==> config.mk <==
export PLATFORM = sky130hd
export DESIGN_NAME = led_seq_ctrl
export DESIGN_NICKNAME = d
export VERILOG_FILES = /design/src/rtl/led_seq_pkg.sv /design/src/rtl/led_tick_gen.sv /design/src/rtl/led_seq_ctrl.sv
export SDC_FILE = /design/constraint.sdc
export NUM_CORES = 1
export LEC_CHECK = 0
export ABC_AREA = 0
export CAP_MARGIN = 40
export CORE_MARGIN = 1.5
export CORE_UTILIZATION = 56
export DETAILED_ROUTE_END_ITERATION = 6
export GPL_TIMING_DRIVEN = 0
export PLACE_DENSITY = 0.76
export SLEW_MARGIN = 30
export SYNTH_ARGS = -nofsm -noshare
export SYNTH_HDL_FRONTEND = slang
export SYNTH_SLANG_ARGS = --single-unit
==> constraint.sdc <==
create_clock -name CLK_50MHz -period 5.2 [get_ports CLK_50MHz]
set_clock_uncertainty 0.2 [all_clocks]
set_input_delay 0.78 -clock CLK_50MHz [delete_from_list [all_inputs] [get_ports CLK_50MHz]]
set_output_delay 0.78 -clock CLK_50MHz [all_outputs]
set_load 0.01 [all_outputs]
==> src/rtl/led_seq_pkg.sv <==
// led_seq_pkg: pattern encodings, FSM states and LED pattern step functions
package led_seq_pkg;
    typedef enum logic [2:0] {
        M_WALK_L = 3'd0,
        M_WALK_R = 3'd1,
        M_PING   = 3'd2,
        M_BLINK  = 3'd3,
        M_COUNT  = 3'd4,
        M_FILL   = 3'd5
    } mode_t;

    typedef enum logic [1:0] {S_LOAD, S_RUN, S_HOLD} state_t;

    typedef enum logic {DIR_LEFT, DIR_RIGHT} dir_t;

    typedef struct packed {
        logic [7:0] led;
        dir_t       dir;
    } pat_t;

    // Unused encodings 6 and 7 fall back to walk-left.
    function automatic mode_t norm_mode(input logic [2:0] m);
        return (m > 3'd5) ? M_WALK_L : mode_t'(m);
    endfunction

    function automatic logic [7:0] init_pattern(input logic [2:0] m);
        case (norm_mode(m))
            M_WALK_R: return 8'h80;
            M_BLINK:  return 8'hFF;
            M_COUNT:  return 8'h00;
            default:  return 8'h01;
        endcase
    endfunction

    function automatic pat_t next_pattern(input logic [2:0] m, input logic [7:0] led, input dir_t dir);
        pat_t p;
        p.led = led;
        p.dir = dir;
        case (norm_mode(m))
            M_WALK_R: p.led = {led[0], led[7:1]};
            M_PING: begin
                p.led = (dir == DIR_LEFT) ? led << 1 : led >> 1;
                p.dir = (p.led == 8'h80) ? DIR_RIGHT : (p.led == 8'h01) ? DIR_LEFT : dir;
            end
            M_BLINK:  p.led = ~led;
            M_COUNT:  p.led = led + 8'd1;
            M_FILL:   p.led = (led == 8'hFF) ? 8'h00 : {led[6:0], 1'b1};
            default:  p.led = {led[6:0], led[7]};
        endcase
        return p;
    endfunction
endpackage

==> src/rtl/led_tick_gen.sv <==
// led_tick_gen: prescaler producing a one-cycle step enable every TICK_DIV>>speed cycles
module led_tick_gen #(
    parameter int unsigned TICK_DIV = 25_000_000,
    parameter int unsigned CNT_W    = 25
) (
    input  logic       clk,
    input  logic       rst_n,
    input  logic       clear,
    input  logic       run,
    input  logic [1:0] speed,
    output logic       tick
);
    localparam logic [CNT_W-1:0] DIV = CNT_W'(TICK_DIV);

    logic [CNT_W-1:0] cnt;
    logic [CNT_W-1:0] lim;

    // >= so that a live speed increase past the current count fires at once
    always_comb begin
        lim  = (DIV >> speed) - CNT_W'(1);
        tick = run && (cnt >= lim);
    end

    always_ff @(posedge clk or negedge rst_n) begin
        if (!rst_n)
            cnt <= '0;
        else if (clear || tick)
            cnt <= '0;
        else if (run)
            cnt <= cnt + CNT_W'(1);
    end
endmodule

==> src/rtl/led_seq_ctrl.sv <==
// led_seq_ctrl: LED bank pattern sequencer with run/hold/single-step and live mode/speed control
module led_seq_ctrl
    import led_seq_pkg::*;
#(
    parameter int unsigned TICK_DIV = 25_000_000,
    parameter int unsigned CNT_W    = 25
) (
    input  logic       CLK_50MHz,
    input  logic       Reset_n,
    input  logic       enable,
    input  logic [2:0] mode,
    input  logic [1:0] speed,
    input  logic       step,
    output logic [7:0] LED,
    output logic       step_tick,
    output logic       running
);
    state_t     state, state_nxt;
    dir_t       dir;
    logic [2:0] mode_q;
    logic       mode_chg, adv, clear, tick;
    pat_t       nxt;

    led_tick_gen #(.TICK_DIV(TICK_DIV), .CNT_W(CNT_W)) u_tick (
        .clk   (CLK_50MHz),
        .rst_n (Reset_n),
        .clear (clear),
        .run   (running),
        .speed (speed),
        .tick  (tick)
    );

    // A pending mode change swallows any tick or step in the same cycle.
    always_comb begin
        mode_chg  = (state != S_LOAD) && (mode != mode_q);
        running   = state == S_RUN;
        adv       = !mode_chg && ((running && enable && tick) || (state == S_HOLD && step));
        clear     = !running || !enable || mode_chg;
        nxt       = next_pattern(mode_q, LED, dir);
        state_nxt = (state == S_LOAD) ? (enable ? S_RUN : S_HOLD) :
                    mode_chg          ? S_LOAD :
                    enable            ? S_RUN  : S_HOLD;
    end

    always_ff @(posedge CLK_50MHz or negedge Reset_n) begin
        if (!Reset_n) begin
            state     <= S_LOAD;
            LED       <= 8'h00;
            dir       <= DIR_LEFT;
            mode_q    <= 3'd0;
            step_tick <= 1'b0;
        end else begin
            state     <= state_nxt;
            step_tick <= adv;
            if (state == S_LOAD) begin
                LED    <= init_pattern(mode);
                dir    <= DIR_LEFT;
                mode_q <= mode;
            end else if (adv) begin
                LED <= nxt.led;
                dir <= nxt.dir;
            end
        end
    end
endmodule

==> results of run 1 <==
[kinds of logic after synthesis]
logic type | Yosys count | share of synthesized area
and+or+nand+nor | 150 | 0.232
other | 2 | 0.00254
AOI/OAI and AO/OA | 64 | 0.153
muxes | 8 | 0.0292
adders and majority gates | 23 | 0.0975
buffers and inverters | 31 | 0.0424
xor gates and xnor gates | 35 | 0.104
DFF | 40 | 0.339
[how the worst max path moves through the flow]
stage | start | end | slack (ns) | cells after the start
after floorplan | speed[1] | u_tick.cnt[16]$_DFFE_PN0P_ | 1.74 | 12
after global placement | speed[0] | u_tick.cnt[18]$_DFFE_PN0P_ | 0.31 | 13
after detailed placement | speed[0] | u_tick.cnt[19]$_DFFE_PN0P_ | 0.28 | 13
after CTS | speed[0] | u_tick.cnt[19]$_DFFE_PN0P_ | 0.58 | 13
after global routing | speed[0] | u_tick.cnt[22]$_DFFE_PN0P_ | 0.26 | 15
final | speed[0] | u_tick.cnt[20]$_DFFE_PN0P_ | 0.60 | 13
[power groups by stage]
stage                     Combinational [uW]  Sequential, uW  Clock, uW
after floorplan                          455             419          0
after global placement                   650             413          0
after detailed placement                 657             414          0
after CTS                                661             408        286
after global routing                     738             416        296
final                                    667             408        278
[registers in the layout (all words and copies together), names as in the netlist]
register,cells
step_tick,1
LED,8
u_tick.cnt,25
dir,1
state,2
mode_q,3
[cell type report]
cell class	instances	area share
Timing Repair Buffer	19	0.0580
Clock inverter	1	0.00893
Clock buffer	7	0.0286
Multi-Input combinational cell	283	0.544
Sequential cell	40	0.298
Buffer	18	0.0227
Inverter	13	0.0145
Tap cell	70	0.0260
[synth_stat cells, drive strengths merged, types with 2 or more instances]
| cell | count |
|---|---|
| nor2 | 53 |
| nand2 | 42 |
| dfrtp | 40 |
| ha | 23 |
| nand3 | 21 |
| xnor2 | 19 |
| a21oi | 18 |
| xor2 | 16 |
| clkbuf | 15 |
| inv | 12 |
| o21ai | 9 |
| and3 | 6 |
| nor3 | 6 |
| o211a | 6 |
| o22ai | 6 |
| a22oi | 5 |
| mux2 | 5 |
| nand4 | 5 |
| nor2b | 5 |
| a211oi | 3 |
| a21o | 3 |
| buf | 3 |
| mux2i | 3 |
| nor4 | 3 |
| or4 | 3 |
| a2111oi | 2 |
| and2 | 2 |
| conb | 2 |
| nand2b | 2 |
| o31ai | 2 |
| o32ai | 2 |
| or2 | 2 |
[worst reg2reg max path: cells and delay by family (launching register included)]
kind | cells | cell delay (ns)
flops | 1 | 0.44
fa+ha+maj | 1 | 0.36
buf+inv | 1 | 0.46
compound gates | 3 | 1.21
simple gates | 4 | 0.42
[metal layers]
metal  up-vias  track usage  wire, um
met5         -            0         0
met4         0       0.0873        80
met3         9       0.0437       204
met2        58        0.419      3210
met1      1200        0.316      3040
li1       1281            -         -
[per-stage QoR]
stage               power, uW  instances  setup slack [ns]  instance area (um2)  hold slack [ns]
finish                   1350        451             0.597                 3360            0.188
global route             1450        451             0.265                 3360            0.210
CTS                      1350        451             0.579                 3360            0.203
detailed placement       1070        443             0.276                 3240            0.282
global placement         1060        442             0.306                 3220            0.273
floorplan                 873        354              1.74                 2960            0.255
==> key figures, run 1 <==
Run status
  – Status: complete, no violations

Final layout
  – Commonest non-fill, non-tap cell in the layout: nor2_1
  – Multi-input logic area: 1830 um2
  – Total Nets Final: 412
  – Share of post-route cells with drive strength above 1: 0.0630
  – Commonest cells after routing, fill and taps aside: nor2_1 (53), nand2_1 (42), dfrtp_1 (40)
  – Area grow syn2layout: 14.0%
  – Final Core Density: 0.659
  – Fillers: 463
  – Inserted Diodes: 0
  – Register area: 1000 um2

Floorplan
  – I/O pin cnt: 19
  – FP Rows: 26
  – Area of the die: 5720 um2
  – Core ar.: 5110 um2
  – Die height: 75.6 um
  – Initial Utilization: 0.578
  – Die Span X: 75.6 um

Power
  – P_leak: 0.00145 uW
  – Clk pwr share: 0.206
  – Comb pwr share: 0.493
  – Sequential power share: 0.302
  – Pwr/cell area: 402 nW/um2
  – Worst VDD drop: 0.208 mV
  – Switching Fraction: 0.399
  – Int Pwr: 814 uW
  – P_sw: 540 uW

Yosys
  – Dominant cell type by area after synthesis: dfrtp_1
  – Post-Syn Area: 2950 um2
  – Synth top area share: 0.339
  – Synth top area cells: dfrtp_1 (34%), ha_1 (9.7%), nor2_1 (6.7%), xnor2_1 (5.6%), nand2_1 (5.3%)
  – Number of synthesized flops with an enable pin: 0
  – Synthesis-stage register bit count: 40
  – Synthesized area per cell: 8.36 um2
  – Post-synth cell types: 47
  – Top FF cell, synth: dfrtp_1
  – Ys Warns: 0
  – Seq/Total Area, Yosys: 0.339
  – Share of flip-flops with an asynchronous set or reset: 1.00
  – Cell count after synthesis: 353

Setup path
  – CP delay by family, top: buffers and inverters
  – Crit path cell chain: clkdlybuf4s50_1, inv_1, nor2_1, ha_1, ha_1, nand3_1, nor4_1, o21ai_0, a2111oi_4, nor3_1, o211ai_1, clkbuf_1, nor2_1
  – CP peak stage delay: 0.64 ns
  – Worst Setup Path Type: in2reg
  – Critical Path RT: 5.17 ns
  – CP bufs+invs: 3
  – Crit path max fanout: 10
  – CP endpoint kind: flop
  – Crit path launch type: primary input
  – Critical-path top delay cell: clkdlybuf4s50_1
  – Worst r2r path cells: 9
  – R2R Setup Slk: 1.99 ns
  – Reg2reg end: u_tick.cnt[20]$_DFFE_PN0P_
  – Critical Path AT: 4.57 ns
  – RR Startpoint: u_tick.cnt[7]$_DFFE_PN0P_

Placement
  – DP HPWL: 4760 um
  – Buffers added on ports: 18
  – GP Congestion: 0.918

Timing
  – Fin Setup TNS: 0 ns
  – RSZ-0062 raised after global routing: false
  – Final min period: 4.60 ns
  – Max Slew Vio Count: 0
  – Fin crit share: 0.885
  – Fmax: 217 MHz
  – Worst slew margin: 0.540
  – Slew @ Worst Pin: 0.688 ns
  – Final Hold Viols: 0
  – Final setup violation count: 0

GRT
  – Vias in the first global route: 2,322
  – First-pass GRT wire length: 10,600 um
  – GRT overflow: 0
  – Antenna violations before repair: 0
  – Largest net degree at the start of global routing: 26
  – All-Layer GR Usage: 0.247

Clock network
  – # clock sinks: 40
  – Post-cts resize count: 0
  – CTS tree: done
  – Setup Buffers After CTS: 0
  – Maximum clock path buffer count: 2
  – Hold-fix buffers at CTS: 0
  – Clock buffer count from CTS: 5
  – Clock Latency Late Sink: 0.30 ns
  – Clk root buf: clkbuf_8
  – Depth of the CTS H-tree: 2
  – Clock Pin Slew Worst Setup and Hold Paths: 0.08 ns

Routing
  – DRT iter0 DRCs: 179
  – DR vias/cell: 5.65
  – Drt wl/cell: 14.5 um
  – Antenna viol nets, final: 0
  – Detailed-route DRC error count: 0
  – Via Count: 2,548
  – DRT Pass-1 Iters: 4
  – Detailed Route WL: 6530 um

Job
  – Max-cap violations: 0

Min path
  – HP Class: in2async
Power figures use the tool's default switching activity.
==> run 2: changes to the inputs <==
--- a/config.mk
+++ b/config.mk
@@ -10,6 +10,7 @@
 export CORE_MARGIN = 1.5
 export CORE_UTILIZATION = 56
 export DETAILED_ROUTE_END_ITERATION = 6
+export GPL_ROUTABILITY_DRIVEN = 0
 export GPL_TIMING_DRIVEN = 0
 export PLACE_DENSITY = 0.76
 export SLEW_MARGIN = 30
==> run 2 against run 1 <==
  * Global-route usage rose by 0.47 points
  * Count of clock-buffer cells in the layout increased by 1
  * Cell area decreased by 0.86%
  * Clock power decreased by 23%
  * Flip-flop and latch count did not move
  * Critical endpoint is now u_tick.cnt[16]$_DFFE_PN0P_
  * Largest cell class unchanged
  * Worst setup slack improved by 0.025 ns
  * Hold slack improved by 0.036 ns
  * First-iteration DRC count decreased by 27%
  * Largest power group unchanged
==> key figures, run 2 (synthesis results as in run 1) <==
Run status
  – Status: complete, no violations

Final layout
  – Area grow syn2layout: 13.0%
  – Largest reg by FF count: u_tick.cnt
  – Biggest registers after layout: u_tick.cnt: 25 flops, LED: 8 flops, mode_q: 3 flops
  – Inserted Diodes: 0 (unchanged)
  – Commonest non-fill, non-tap cell in the layout: nor2_1
  – Total Nets Final: 412 (unchanged)
  – Commonest cells after routing, fill and taps aside: nor2_1 (53), nand2_1 (42), dfrtp_1 (40)
  – Share of post-route cells with drive strength above 1: 0.0577 (-0.00525)
  – Number of flip-flops in the largest register: 25 (unchanged)

Floorplan
  – I/O pin cnt: 19 (unchanged)
  – Die height: 75.6 um (unchanged)
  – Core ar.: 5110 um2 (unchanged)
  – Area of the die: 5720 um2 (unchanged)
  – Initial Utilization: 0.578 (unchanged)
  – FP Rows: 26 (unchanged)
  – Die Span X: 75.6 um (unchanged)

Power
  – Switching Fraction: 0.421 (+0.0221)
  – Int Pwr: 754 uW (-7.4%)
  – Pwr/cell area: 390 nW/um2 (-3.0%)
  – Worst VDD drop: 0.197 mV (-5.5%)
  – P_sw: 547 uW (+1.4%)
  – Comb pwr share: 0.519 (+0.026)
  – Sequential power share: 0.316 (+0.014)
  – P_leak: 0.00143 uW (-1.1%)
  – Total power: 1300 uW (-3.9%)
  – Clk pwr share: 0.164 (-0.042)

Setup path
  – Worst Setup Path Type: in2reg
  – Setup crit end: u_tick.cnt[16]$_DFFE_PN0P_
  – Crit path launch type: primary input
  – Worst r2r path cells: 9 (unchanged)
  – R2R Setup Slk: 2.03 ns (+0.04 ns)
  – Crit path max fanout: 10 (unchanged)
  – Critical Path AT: 4.54 ns (-0.03 ns)
  – Critical Path RT: 5.16 ns (about the same)
  – CP endpoint kind: flop
  – Crit path launch: speed[0]
  – RR Startpoint: u_tick.cnt[7]$_DFFE_PN0P_
  – Reg2reg end: u_tick.cnt[16]$_DFFE_PN0P_

GRT
  – Vias in the first global route: 2,408 (+3.7%)
  – Met3 GRT Util: 0.0489 (+0.00529)
  – Most Used Layer, Global Route: met2
  – GRT overflow: 0 (unchanged)
  – Met2 usage: 0.433 (+0.0136)
  – First-pass GRT wire length: 10,900 um (+2.3%)
  – Largest net degree at the start of global routing: 23 (-12%)
  – All-Layer GR Usage: 0.251 (+0.00474)
  – Antenna violations before repair: 0 (unchanged)
  – M1 GR Usage: 0.315 (-0.00190)

Clock network
  – Post-cts resize count: 0 (unchanged)
  – Clk root buf: clkbuf_8
  – Clock Latency Late Sink: 0.30 ns (about the same)
  – Maximum clock path buffer count: 2 (unchanged)
  – Clock Pin Slew Worst Setup and Hold Paths: 0.07 ns (about the same)
  – Clock buffer count from CTS: 5 (unchanged)
  – CTS tree: done
  – Depth of the CTS H-tree: 2 (unchanged)
  – # clock sinks: 40 (unchanged)
  – Setup Buffers After CTS: 0 (unchanged)
  – Hold-fix buffers at CTS: 0 (unchanged)

Routing
  – DR vias/cell: 5.65 (about the same)
  – DRT Pass-1 Iters: 6 (+2)
  – Antenna viol nets, final: 0 (unchanged)
  – Via Count: 2,550 (+0.078%)
  – Drt wl/cell: 14.7 um (+1.3%)
  – DRT iter0 DRCs: 131 (-27%)
  – Detailed Route WL: 6610 um (+1.3%)
  – Detailed-route DRC error count: 0 (unchanged)

Timing
  – Final Hold Viols: 0 (unchanged)
  – Final setup violation count: 0 (unchanged)
  – Max Slew Vio Count: 0 (unchanged)
  – Slew @ Worst Pin: 0.687 ns (-0.000675 ns)
  – RSZ-0062 raised after global routing: false
  – Final min period: 4.58 ns (-0.0253 ns)
  – Worst slew margin: 0.540 (about the same)
  – Fin crit share: 0.880 (-0.00486)
  – Fmax: 218 MHz (+0.55%)
  – Fin Setup TNS: 0 ns (unchanged)

Placement
  – Buffers added on ports: 18 (unchanged)
  – DP HPWL: 4950 um (+4.1%)

Min path
  – HP Class: in2async

Job
  – Max-cap violations: 0 (unchanged)
run 2: cell types whose count changed in the layout (fill, tap and decap cells not counted), sizes merged:
| cell | before | now |
|---|---|---|
| bufinv | 1 | 0 |
| clkbuf | 22 | 23 |
run 2: metrics by stage:
stage | setup slack [ns] | util | hold slack (ns) | cell area (um2) | std cells
after detailed placement | 0.279 | 0.635 | 0.284 | 3250 | 443
after CTS | 0.597 | 0.653 | 0.235 | 3340 | 451
after global placement | 0.312 | 0.631 | 0.270 | 3220 | 442
after global routing | 0.206 | 0.653 | 0.262 | 3340 | 451
after floorplan | 1.74 | - | 0.255 | 2960 | 354
final | 0.622 | 0.653 | 0.224 | 3340 | 451
run 2: worst min-delay path by stage:
stage,startpoint,endpoint,slack (ns),depth (start not counted)
floorplan,u_tick.cnt[0]$_DFFE_PN0P_,u_tick.cnt[0]$_DFFE_PN0P_,0.25,1
global placement,u_tick.cnt[0]$_DFFE_PN0P_,u_tick.cnt[0]$_DFFE_PN0P_,0.27,1
detailed placement,u_tick.cnt[0]$_DFFE_PN0P_,u_tick.cnt[0]$_DFFE_PN0P_,0.28,1
CTS,Reset_n,u_tick.cnt[4]$_DFFE_PN0P_,0.23,1
global route,Reset_n,LED[5]$_DFFE_PN0P_,0.26,1
finish,Reset_n,LED[5]$_DFFE_PN0P_,0.22,1
run 2: cell type report:
class	instances	area, um2
flip-flops and latches	40	1000
clock buffers	8	90.1
repair buffers	19	203
multi-input cells	283	1830
plain buffers	18	76.3
well taps	70	87.6
inverters	13	48.8
fillers	469	1770
run 2: power by group through the flow:
stage | combinational [uW] | clock (uW) | sequential [uW]
CTS | 666 | 220 | 410
detailed placement | 662 | 0 | 416
floorplan | 455 | 0 | 419
global placement | 650 | 0 | 412
global route | 740 | 228 | 419
finish | 676 | 214 | 411
run 2: metal layers:
layer,part of all wire,vias up
met3,0.037,11
met1,0.45,1205
li1,-,1277
met2,0.50,57
met4,0.013,0
met5,0,-
run 2: worst max-delay path, stage by stage:
cell and delay [ns]:
clkdlybuf4s50_1 0.65, inv_1 0.11, nor2_1 0.36, ha_1 0.32, ha_1 0.29, nand3_1 0.06
nor4_1 0.17, o21ai_0 0.21, a2111oi_4 0.36, nor3_1 0.09, o211ai_1 0.58, clkbuf_1 0.44
nor2_1 0.11
